===== src/rtl/display_pkg.sv =====
// ----------------------------------------------------------------------------
// display_pkg
// Shared constants for the multiplexed seven-segment display driver.
//   - SEG_*  : active-low glyphs, bit order {g,f,e,d,c,b,a}
//   - DIG_*  : scan index of each BCD digit (also its anode bit position)
// ----------------------------------------------------------------------------
package display_pkg;

   localparam logic [6:0] SEG_0       = 7'b1000000;
   localparam logic [6:0] SEG_1       = 7'b1111001;
   localparam logic [6:0] SEG_2       = 7'b0100100;
   localparam logic [6:0] SEG_3       = 7'b0110000;
   localparam logic [6:0] SEG_4       = 7'b0011001;
   localparam logic [6:0] SEG_5       = 7'b0010010;
   localparam logic [6:0] SEG_6       = 7'b0000010;
   localparam logic [6:0] SEG_7       = 7'b1111000;
   localparam logic [6:0] SEG_8       = 7'b0000000;
   localparam logic [6:0] SEG_9       = 7'b0010000;
   localparam logic [6:0] SEG_TRACO   = 7'b0111111;
   localparam logic [6:0] SEG_APAGADO = 7'b1111111;

   localparam logic [1:0] DIG_UNIDADE = 2'd0;
   localparam logic [1:0] DIG_DEZENA  = 2'd1;
   localparam logic [1:0] DIG_CENTENA = 2'd2;
   localparam logic [1:0] DIG_MILHAR  = 2'd3;

endpackage : display_pkg


===== src/rtl/decodificador_7seg.sv =====
// ----------------------------------------------------------------------------
// decodificador_7seg
// Combinational BCD to seven-segment glyph decoder (active-low).
// Priority: dash flag, then non-decimal digit (dash), then blank, then glyph.
//   i_digito     : 4-bit BCD digit
//   i_apagar     : leading-zero blank request
//   i_traco      : force dash (overflow)
//   o_segmentos  : {g,f,e,d,c,b,a}, active-low
// ----------------------------------------------------------------------------
module decodificador_7seg
   import display_pkg::*;
(
   input  logic [3:0] i_digito,
   input  logic       i_apagar,
   input  logic       i_traco,
   output logic [6:0] o_segmentos
);

   logic [6:0] w_glifo;

   always_comb begin
      // NOTE: the default assignment before the case keeps this block free of
      // inferred latches for codes 10..15.
      w_glifo = SEG_TRACO;
      case (i_digito)
         4'd0:    w_glifo = SEG_0;
         4'd1:    w_glifo = SEG_1;
         4'd2:    w_glifo = SEG_2;
         4'd3:    w_glifo = SEG_3;
         4'd4:    w_glifo = SEG_4;
         4'd5:    w_glifo = SEG_5;
         4'd6:    w_glifo = SEG_6;
         4'd7:    w_glifo = SEG_7;
         4'd8:    w_glifo = SEG_8;
         4'd9:    w_glifo = SEG_9;
         default: w_glifo = SEG_TRACO;
      endcase
   end

   // Dash outranks blanking, so an invalid leading digit is still visible.
   always_comb begin
      if (i_traco || (i_digito > 4'd9)) begin
         o_segmentos = SEG_TRACO;
      end else if (i_apagar) begin
         o_segmentos = SEG_APAGADO;
      end else begin
         o_segmentos = w_glifo;
      end
   end

endmodule : decodificador_7seg


===== src/rtl/multiplexador_display.sv =====
// ----------------------------------------------------------------------------
// multiplexador_display
// Time-multiplexed driver for a 4-digit common-anode seven-segment display.
// Captures BCD digits on a load strobe into shadow registers and scans them
// onto a shared segment bus with leading-zero blanking, overflow dashes,
// an anti-ghosting guard interval and a frame-sync pulse.
//   clock        : rising-edge clock
//   reset        : synchronous, active-high
//   carregar     : load strobe for digits and overflow
//   unidade..milhar : BCD digits
//   overflow     : value above 9999, shows dashes on every digit
//   segmentos    : {g,f,e,d,c,b,a}, active-low, registered
//   anodos       : bit0 = unidade .. bit3 = milhar, active-low, registered
//   quadro       : one-cycle pulse at the start of each scan frame
// ----------------------------------------------------------------------------
module multiplexador_display
   import display_pkg::*;
#(
   parameter int DIVISOR = 50000,
   parameter int GUARDA  = 16
)(
   input  logic       clock,
   input  logic       reset,
   input  logic       carregar,
   input  logic [3:0] unidade,
   input  logic [3:0] dezena,
   input  logic [3:0] centena,
   input  logic [3:0] milhar,
   input  logic       overflow,
   output logic [6:0] segmentos,
   output logic [3:0] anodos,
   output logic       quadro
);

   localparam int             CW       = (DIVISOR > 2) ? $clog2(DIVISOR) : 1;
   localparam logic [CW-1:0]  L_ULTIMO = CW'(DIVISOR - 1);
   localparam logic [CW-1:0]  L_GUARDA = CW'(GUARDA);

   logic [CW-1:0] r_cont;
   logic [1:0]    r_indice;
   logic [3:0]    r_sombra [4];
   logic          r_ovf_s;

   logic [3:0]    w_digito;
   logic          w_apagar;
   logic [6:0]    w_glifo;

   // ---------------------------------------------------------------------
   // Prescaler, scan index and shadow registers
   // ---------------------------------------------------------------------
   // NOTE: sequential state uses non-blocking assignments so every register
   // samples the pre-edge values of its neighbours.
   always_ff @(posedge clock) begin
      if (reset) begin
         r_cont   <= '0;
         r_indice <= DIG_UNIDADE;
         r_ovf_s  <= 1'b0;
         // NOTE: the four-entry shadow is plain flops, so it is cleared here;
         // after reset the display must show a defined "0", not garbage.
         for (int i = 0; i < 4; i++) r_sombra[i] <= '0;
      end else begin
         if (r_cont == L_ULTIMO) begin
            r_cont   <= '0;
            r_indice <= r_indice + 2'd1;
         end else begin
            r_cont <= r_cont + 1'b1;
         end

         if (carregar) begin
            r_sombra[DIG_UNIDADE] <= unidade;
            r_sombra[DIG_DEZENA]  <= dezena;
            r_sombra[DIG_CENTENA] <= centena;
            r_sombra[DIG_MILHAR]  <= milhar;
            r_ovf_s               <= overflow;
         end
      end
   end

   // ---------------------------------------------------------------------
   // Leading-zero blanking for the currently selected digit
   // ---------------------------------------------------------------------
   assign w_digito = r_sombra[r_indice];

   always_comb begin
      w_apagar = 1'b0;
      case (r_indice)
         DIG_MILHAR:  w_apagar = (r_sombra[DIG_MILHAR] == 4'd0);
         DIG_CENTENA: w_apagar = (r_sombra[DIG_MILHAR] == 4'd0) &&
                                 (r_sombra[DIG_CENTENA] == 4'd0);
         DIG_DEZENA:  w_apagar = (r_sombra[DIG_MILHAR] == 4'd0) &&
                                 (r_sombra[DIG_CENTENA] == 4'd0) &&
                                 (r_sombra[DIG_DEZENA] == 4'd0);
         DIG_UNIDADE: w_apagar = 1'b0;   // a value of 0 still shows "0"
         default:     w_apagar = 1'b0;
      endcase
   end

   decodificador_7seg u_decodificador (
      .i_digito    (w_digito),
      .i_apagar    (w_apagar),
      .i_traco     (r_ovf_s),
      .o_segmentos (w_glifo)
   );

   // ---------------------------------------------------------------------
   // Output registers: one-cycle lag behind the scan state
   // ---------------------------------------------------------------------
   always_ff @(posedge clock) begin
      if (reset) begin
         segmentos <= SEG_APAGADO;
         anodos    <= 4'b1111;
         quadro    <= 1'b0;
      end else begin
         segmentos <= w_glifo;
         // Guard interval keeps all digits dark while the segment bus settles.
         anodos    <= (r_cont < L_GUARDA) ? 4'b1111 : ~(4'b0001 << r_indice);
         quadro    <= (r_cont == '0) && (r_indice == DIG_UNIDADE);
      end
   end

endmodule : multiplexador_display


===== config.mk =====
export PLATFORM = sky130hd
export DESIGN_NAME = multiplexador_display
export DESIGN_NICKNAME = d
export VERILOG_FILES = /design/src/rtl/display_pkg.sv /design/src/rtl/decodificador_7seg.sv /design/src/rtl/multiplexador_display.sv
export SDC_FILE = /design/constraint.sdc
export NUM_CORES = 1
export LEC_CHECK = 0
export CORE_MARGIN = 2
export CORE_UTILIZATION = 55
export DETAILED_ROUTE_END_ITERATION = 10
export PLACE_DENSITY = 0.78
export SLEW_MARGIN = 30
export SYNTH_ARGS = -nofsm -noshare
export SYNTH_HDL_FRONTEND = slang
export SYNTH_HIERARCHICAL = 1
export SYNTH_SLANG_ARGS = --single-unit

===== constraint.sdc =====
create_clock -name clock -period 4.5 [get_ports clock]
set_input_delay 0.45 -clock clock [delete_from_list [all_inputs] [get_ports clock]]
set_output_delay 0.45 -clock clock [all_outputs]
set_load 0.05 [all_outputs]

==> run summary, run 1 <==
The flow ran to the end, and the final reports show no timing, DRC or antenna violations. The max-slew violation total from the final report came out at 0. The weighted congestion at the end of routability-driven global placement came out at 0.835. The highest clock rate came out at 428 MHz. The switching share of power is 0.255. Walking the worst path, the cells encountered are mux4_2, inv_1, ha_1, o21bai_4, a211oi_4, o21ai_1, or2_2.

On the final layout, the worst hold slack is 0.529 ns. The synthesis-to-finish area growth came out at 17.3%. The net switching power figure came out at 221 uW. Prior to clock tree synthesis, the placed netlist has a worst setup slack of 2.15 ns. The final hold violation count is 0. The number of antenna violations at the first check in global routing was 0.

At the pin with the least slew margin, the transition time is 0.703 ns. The cts-stage hold buffer count came out at 0. Of all cell types, the one taking the most synthesized area is dfxtp_1. For the worst setup path, the data required time is 4.69 ns. The floorplan step set the die height to 68.8 microns.

The combinational group share of total power is 0.150. The cell-internal power is 647 uW. The repair_antennas step left the layout with diodes totalling 0. At the end of the flow the core is filled with cells to 0.672. The wire length reported by the detailed router is 3.91 mm. Together, buffers and inverters on the worst path number 1. The average detailed-routed wire length per instance is 13.1 microns. The core footprint came out at 4030 sq um. The total of warnings raised by yosys came out at 6. The number of detailed-route iterations in the first pass came out at 4. Clock-pin slew was measured on the worst setup and hold paths at 0.08 ns. The post-route setup TNS is 0 ns.

For this run, the leading register cell type out of synthesis is dfxtp_1. The sequential cell area came out at 1140 sq um. The via count of the first global-routing pass was 1391. Of all nets on the critical path, the largest fanout is 6.

The post-layout minimum cycle time is 2.34 ns. Setup repair after global routing left no endpoint under its margin. The cell count after synthesis came out at 217. Ranked by total cell area, the synthesized netlist is headed by dfxtp_1, edfxtp_1, ha_1.

The clock latency reported for the late side of the worst-skew pair came out at 0.30 ns. Summed over all nets, wire length on met3 after detailed routing comes to 222 microns. During placement, the flow inserted port buffers numbering 31. The multi-input combinational cells in the finished layout cover a total of 1070 sq um.

The worst pin sits at a relative slew slack of 0.530. The number of clock buffers added by TritonCTS is 5. The share of synthesized area in the top cell type comes to 0.286. The initial utilization of the core area, before any placement, comes to 0.573.

The min-delay analysis places its worst path in the category reg2reg. The routed metal-1 wire length is 1.81 mm. The final worst clock skew came out at 0.00371 ns. The critical path in this run is classified as reg2reg. The worst path arrival time is 2.53 ns. The sum of met2 wire segment lengths after detailed routing came out at 1.78 mm. The number of vias per cell is 5.27. The least setup slack across all paths after layout is 2.16 ns.

The number of post-CTS setup repair buffers came out at 0. The peak supply drop is 0.274 mV. The iteration-0 DRC count of the detailed router came out at 75. The TritonCTS sink count came out at 49. The number of instances resized during post-cts repair came out at 0. Global routing finished with a remaining overflow of 0. The share of total power dissipated in sequential elements is 0.566. The leakage power total came out at 0.994 nW. The highest metal layer carrying signal wires in the routed design is met4. The total I/O pin count is 32. The power density relative to cell area came out at 321 nW/um^2.

Synthesis instantiated 39 different standard cells from the library. The number of max-cap violations is 0. The count of nets left with antenna violations once routing finished came out at 0.

The kind of cell adding the most delay to the critical path is multiplexers. The sort of element at the end of the critical path is a flip-flop. Clock tree synthesis selected as its root buffer the cell clkbuf_8.

The count of nets after finishing came out at 280. The fraction of layout instances using a drive strength above 1 is 0.0924. The share of total power in the clock network is 0.284. On the worst path, the slowest cell contributes a delay of 0.60 ns.

In this run the cell area of the synthesized design comes to 2310 sq um. The critical path's slowest cell is mux4_2. The average instance area after synthesis came out at 10.6 sq um. The async set or reset register ratio after synthesis is 0. The number of H-tree levels came out at 2. The routed layout has 1577 vias.

The sum of net half-perimeters after detailed placement came out at 2.90 mm. The number of enable-type register cells in the synthesized netlist came out at 16. In the finished design, the share of the clock period the worst path needs comes to 0.519.

The longest clock path from root to sink contains 2 buffers. The final setup violation count came out at 0. The floorplan die area came out at 4730 sq um. The total routing resource utilization after global routing is 0.190.

The horizontal extent of the die is 68.8 microns. The synthesis-stage register bit count came out at 49. The synthesized netlist net count came out at 249. The kind of start point of the critical path is a flip-flop. TritonCTS built the clock tree. The row count came out at 23. The pin count of the biggest net entering global routing is 19. The layout filler cell count came out at 328. The wire length of the first global-routing pass came out at 6.49 mm. The register area share after synthesis came out at 0.495. The DRC violation count after routing came out at 0.
[final timing paths]
check / slack, ns / start / cells after the start / endpoint
hold / removal: 0.53 / r_cont[0] / 1 / r_cont[0]
setup reg to reg: 2.16 / flip-flop / 7 / segmentos[3]
hold reg to reg: 0.53 / r_cont[0] / 1 / r_cont[0]
setup / recovery: 2.16 / flip-flop / 7 / segmentos[3]
[sequential cells by signal, indices dropped and copies added, names as in the netlist, named ones only]
register and flops:
quadro 1, r_sombra 16, r_ovf_s 1, r_cont 16
anodos 4, r_indice 2, segmentos 7
[kinds of logic (layout without fill, tap and decap cells)]
family,Yosys count,after routing,share of synthesized area
adders and majority gates,12,12,0.0651
muxes,6,6,0.0477
and+or+nand+nor,99,99,0.237
AOI/OAI and AO/OA,19,19,0.0591
xor gates and xnor gates,15,15,0.0569
DFF,49,49,0.495
buffers and inverters,17,49,0.0396
[routing by layer]
| metal | GRT usage | up-vias |
|---|---|---|
| li1 | - | 806 |
| met1 | 0.253 | 706 |
| met2 | 0.288 | 56 |
| met3 | 0.0536 | 9 |
| met4 | 0.0809 | 0 |
| met5 | 0 | - |
[cells in the final DEF (no fill, tap or decap), types with 2 or more instances in the layout]
master / netlist / layout
mux4_2: 4 / 4
a21oi_1: 8 / 8
or2_2: 8 / 8
nand2_1: 11 / 11
xor2_1: 2 / 2
nand4_1: 6 / 6
mux2i_1: 2 / 2
or2_1: 3 / 3
ha_1: 12 / 12
edfxtp_1: 16 / 16
nor4_1: 6 / 6
inv_1: 10 / 10
or2b_1: 2 / 2
dfxtp_1: 33 / 33
and2_1: 17 / 17
o21ai_1: 5 / 5
clkbuf_1: 3 / 2
nand3_1: 5 / 5
clkbuf_8: 0 / 5
nor2_1: 25 / 25
and3_1: 2 / 2
or4_1: 2 / 2
nor3_1: 5 / 5
clkdlybuf4s50_1: 0 / 31
xnor2_1: 13 / 13
[synthesized netlist by cell type (all sizes together) (2+ instances only)]
cell type / instances
buf: 4
and2: 17
or4: 3
o21ai: 6
ha: 12
nand2: 11
xnor2: 13
nor4: 7
mux2i: 2
inv: 10
clkbuf: 3
mux4: 4
nor2: 25
and3: 2
dfxtp: 33
edfxtp: 16
nand3: 5
nand4: 6
nor3: 5
a21oi: 8
or2b: 2
xor2: 2
or2: 11
[power by group through the flow]
stage                     clock, mW  combinational [mW]  sequential [mW]
after global routing          0.268               0.143            0.495
final                         0.247               0.130            0.492
after detailed placement          0               0.131            0.502
after global placement            0               0.128            0.501
after CTS                     0.250               0.132            0.492
after floorplan                   0              0.0649            0.525
[cell type report]
| type | instances | area share |
|---|---|---|
| timing repair buffer | 31 | 0.115 |
| sequential | 49 | 0.422 |
| multi-input combinational | 151 | 0.397 |
| inverter | 10 | 0.0139 |
| clock buffer | 7 | 0.0282 |
| tap | 50 | 0.0231 |
| clock inverter | 1 | 0.00139 |
[metrics by stage]
stage / power [mW] / cells / cell area, sq um
floorplan: 0.590 / 217 / 2310
global placement: 0.629 / 291 / 2630
detailed placement: 0.633 / 291 / 2630
CTS: 0.874 / 299 / 2710
global route: 0.905 / 299 / 2710
finish: 0.869 / 299 / 2710
No activity file was read; power rests on OpenSTA's default activity.
==> inputs of run 2 (changes only) <==
CORE_UTILIZATION = 54   (was 55)
PLACE_DENSITY = 0.77   (was 0.78)
clock period = 2.22 ns   (was 4.5 ns; I/O delays follow)
==> run summary, run 2 (synthesis results as in run 1) <==
Outcome: complete, no violations (unchanged). The most crowded layer after global routing is met2 (unchanged). The worst hold-check slack came to 0.516 ns (was 0.529 ns). The post-detailed-route count of antenna-violating nets came out at 0 (unchanged).

The number of max-cap violations came out at 0 (unchanged). The via count of the first global-routing pass came out at 1575 (was 1391). The final hold violation count came out at 0 (unchanged). The number of standard cells in the layout, taps in and fillers out came out at 308 (was 299). The weighted congestion at the end of routability-driven global placement came out at 0.822 (was 0.835). The total I/O pin count came out at 32 (unchanged). The antenna diode instance count is 0 (unchanged).

The kind of start point of the critical path was a flip-flop (unchanged). The global-route track usage on met3 came to 0.0480 (was 0.0536). The pin count of the biggest net entering global routing came out at 17 (was 19). The max-slew violation total from the final report came to 0 (unchanged). The quantity of I/O buffers inserted on ports is 31 (unchanged).

The TritonCTS sink count is 49 (unchanged). The iteration-0 DRC count of the detailed router came out at 64 (was 75). The worst endpoint required time is 2.41 ns (was 4.69 ns). The number of detailed-route iterations in the first pass is 4 (unchanged). The peak supply drop came out at 0.356 mV (was 0.274 mV). The total grt overflow is 0 (unchanged). The horizontal extent of the die came out at 69.4 microns (was 68.8 microns).

The total cell area at the placement stage is 2690 sq um (was 2630 sq um). The top fanout value on the critical path is 3 (was 6). The cell total after placement is 299 (was 291). The floorplan die area was 4810 sq um (was 4730 sq um). The sort of element at the end of the critical path is a flip-flop (unchanged). The capturing element of the worst setup path is segmentos[3] (unchanged). The power density relative to cell area is 638 nW/um^2 (was 321 nW/um^2). The worst path buffer plus inverter count came to 1 (unchanged). The count of cells along the worst register-to-register path is 7 (unchanged).

The clock transition time at the flip-flop clock pins of the worst setup and hold paths came out at 0.09 ns (was 0.08 ns). The critical path depth came out at 7 (unchanged). The sum of net half-perimeters after detailed placement came out at 2.97 mm (was 2.90 mm). The kind of cell adding the most delay to the critical path was simple AND/OR/NAND/NOR gates (was multiplexers). The worst path arrival time came out at 2.29 ns (was 2.53 ns). The leakage power total came out at 1.04 nW (was 0.994 nW). The final setup violation count came out at 0 (unchanged). The DRC violation count after routing came out at 0 (unchanged). The wire length reported by the detailed router is 3.94 mm (was 3.91 mm). The startpoint identified for the worst register-to-register timing path is r_sombra[2][0]. The global-route track usage on met1 is 0.230 (was 0.253).

The count of nets after finishing was 289 (was 280). The total power after layout is 1.78 mW (was 869 uW). Unrepaired setup endpoints after global routing: no (unchanged). The critical path class is reg2reg (unchanged). The total routing resource utilization after global routing was 0.181 (was 0.190).

The slew of the pin with the lowest slew margin came out at 0.681 ns (was 0.703 ns). The fraction of layout instances using a drive strength above 1 came to 0.143 (was 0.0924). The most frequent standard cell in the layout excluding fill and tap cells is dfxtp_1 (unchanged). The average detailed-routed wire length per instance came out at 12.8 microns (was 13.1 microns). Cell breakdown of the critical path: mux4_2, buf_4, ha_2, or2_1, a21oi_1, o21ai_1, or2_2 (was mux4_2, inv_1, ha_1, o21bai_4, a211oi_4, o21ai_1, or2_2). The clock latency reported for the late side of the worst-skew pair came out at 0.30 ns (about the same). The type of the most critical hold path is reg2reg (unchanged).

The number of antenna violations at the first check in global routing was 0 (unchanged). The critical path's slowest cell is mux4_2 (unchanged). The number of vias per cell came out at 5.21 (was 5.27). The synthesis-to-finish area growth came to 20.8% (was 17.3%). The number of clock buffers inserted by TritonCTS came out at 5 (unchanged). The final cell utilization of the core came out at 0.687 (was 0.672). The remaining max-slew budget at the tightest pin is 0.545 (was 0.530). The global-route track usage on met2 came out at 0.294 (was 0.288). The buffer levels on the longest clock path came to 2 (unchanged). The critical path starts at r_sombra[2][0]. The wire length of the first global-routing pass came out at 7.02 mm (was 6.49 mm). The slack of the worst reg-to-reg path was 0.12 ns (was 2.16 ns). The final design area excluding fillers was 2790 sq um (was 2710 sq um).

The root buffer cell is clkbuf_8 (unchanged). The starting density of the core is 0.569 (was 0.573). The final worst clock skew came out at 0.00628 ns (was 0.00371 ns). The TritonCTS clock tree is done (unchanged). The core footprint is 4060 sq um (was 4030 sq um). The number of H-tree levels came to 2 (unchanged). Most used cells in the layout excluding fill and tap cells: dfxtp_1, clkdlybuf4s50_1, nor2_1, and2_1, edfxtp_1 (unchanged). The highest clock rate came out at 475 MHz (was 428 MHz). The terminus of the critical flop-to-flop path is segmentos[3] (unchanged). The cts-stage hold buffer count is 0 (unchanged). The post-layout minimum cycle time is 2.10 ns (was 2.34 ns).

The portion of the clock cycle consumed by the worst path in the final layout came out at 0.948 (was 0.519). The vias after detailed routing came out at 1606 (was 1577). The die span in y came out at 69.4 microns (was 68.8 microns). Largest registers: r_cont: 16 flops, r_sombra: 16 flops, segmentos: 7 flops (unchanged).

The maximum single-stage delay on the critical path came to 0.49 ns (was 0.60 ns). The row count came out at 23 (unchanged).
==> run 2: report_power, final <==
part	leakage (nW)	switching [mW]	total, mW	internal, mW
Combinational	0.555	0.148	0.281	0.133
Clock	0.0385	0.280	0.503	0.223
Sequential	0.442	0.0236	0.994	0.971
Total	1.04	0.451	1.78	1.33
==> run 2: cell type report <==
| class | instances | area, sq um |
|---|---|---|
| fillers | 323 | 1270 |
| clock buffers | 7 | 76.3 |
| clock inverters | 1 | 7.51 |
| flip-flops and latches | 49 | 1140 |
| well taps | 50 | 62.6 |
| repair buffers | 40 | 378 |
| multi-input cells | 151 | 1080 |
| inverters | 10 | 37.5 |
==> run 2: how the worst min path moves through the flow <==
stage | from | end | slack [ns] | depth (start not counted)
final | r_cont[0] | r_cont[0] | 0.52 | 1
after global routing | overflow | r_ovf_s | 0.55 | 3
after CTS | r_cont[0] | r_cont[0] | 0.52 | 1
after detailed placement | r_cont[0] | r_cont[0] | 0.50 | 1
after global placement | r_cont[0] | r_cont[0] | 0.48 | 1
after floorplan | reset | segmentos[4] | 0.33 | 1
==> run 2: metal layers <==
| layer | share of wire | wire (microns) | vias up |
|---|---|---|---|
| li1 | - | - | 819 |
| met1 | 0.48 | 1890 | 741 |
| met4 | 0.012 | 48 | 0 |
| met3 | 0.038 | 149 | 6 |
| met5 | 0 | 0 | - |
| met2 | 0.47 | 1850 | 40 |
==> run 2: timing repair <==
action,4_1_cts,5_1_grt
gates cloned,0,0
resized for setup,1,4
setup buffers,0,1
pin swaps,0,1
setup endpoints to repair,6,6
==> run 2: through the flow <==
step | setup slack [ns] | TNS [ns]
6_report | 0.116 | 0
5_1_grt | 0.00853 | 0
4_1_cts | 0.0171 | 0
3_5_place_dp | -0.0339 | -0.0803
3_3_place_gp | 0.0628 | 0
2_1_floorplan | 0.0306 | 0
==> inputs of run 3 (changes only) <==
CTS_CLUSTER_DIAMETER = 30   (was default)
==> results of run 3 <==
Final layout, timing and power as in run 2 (identical DEF).
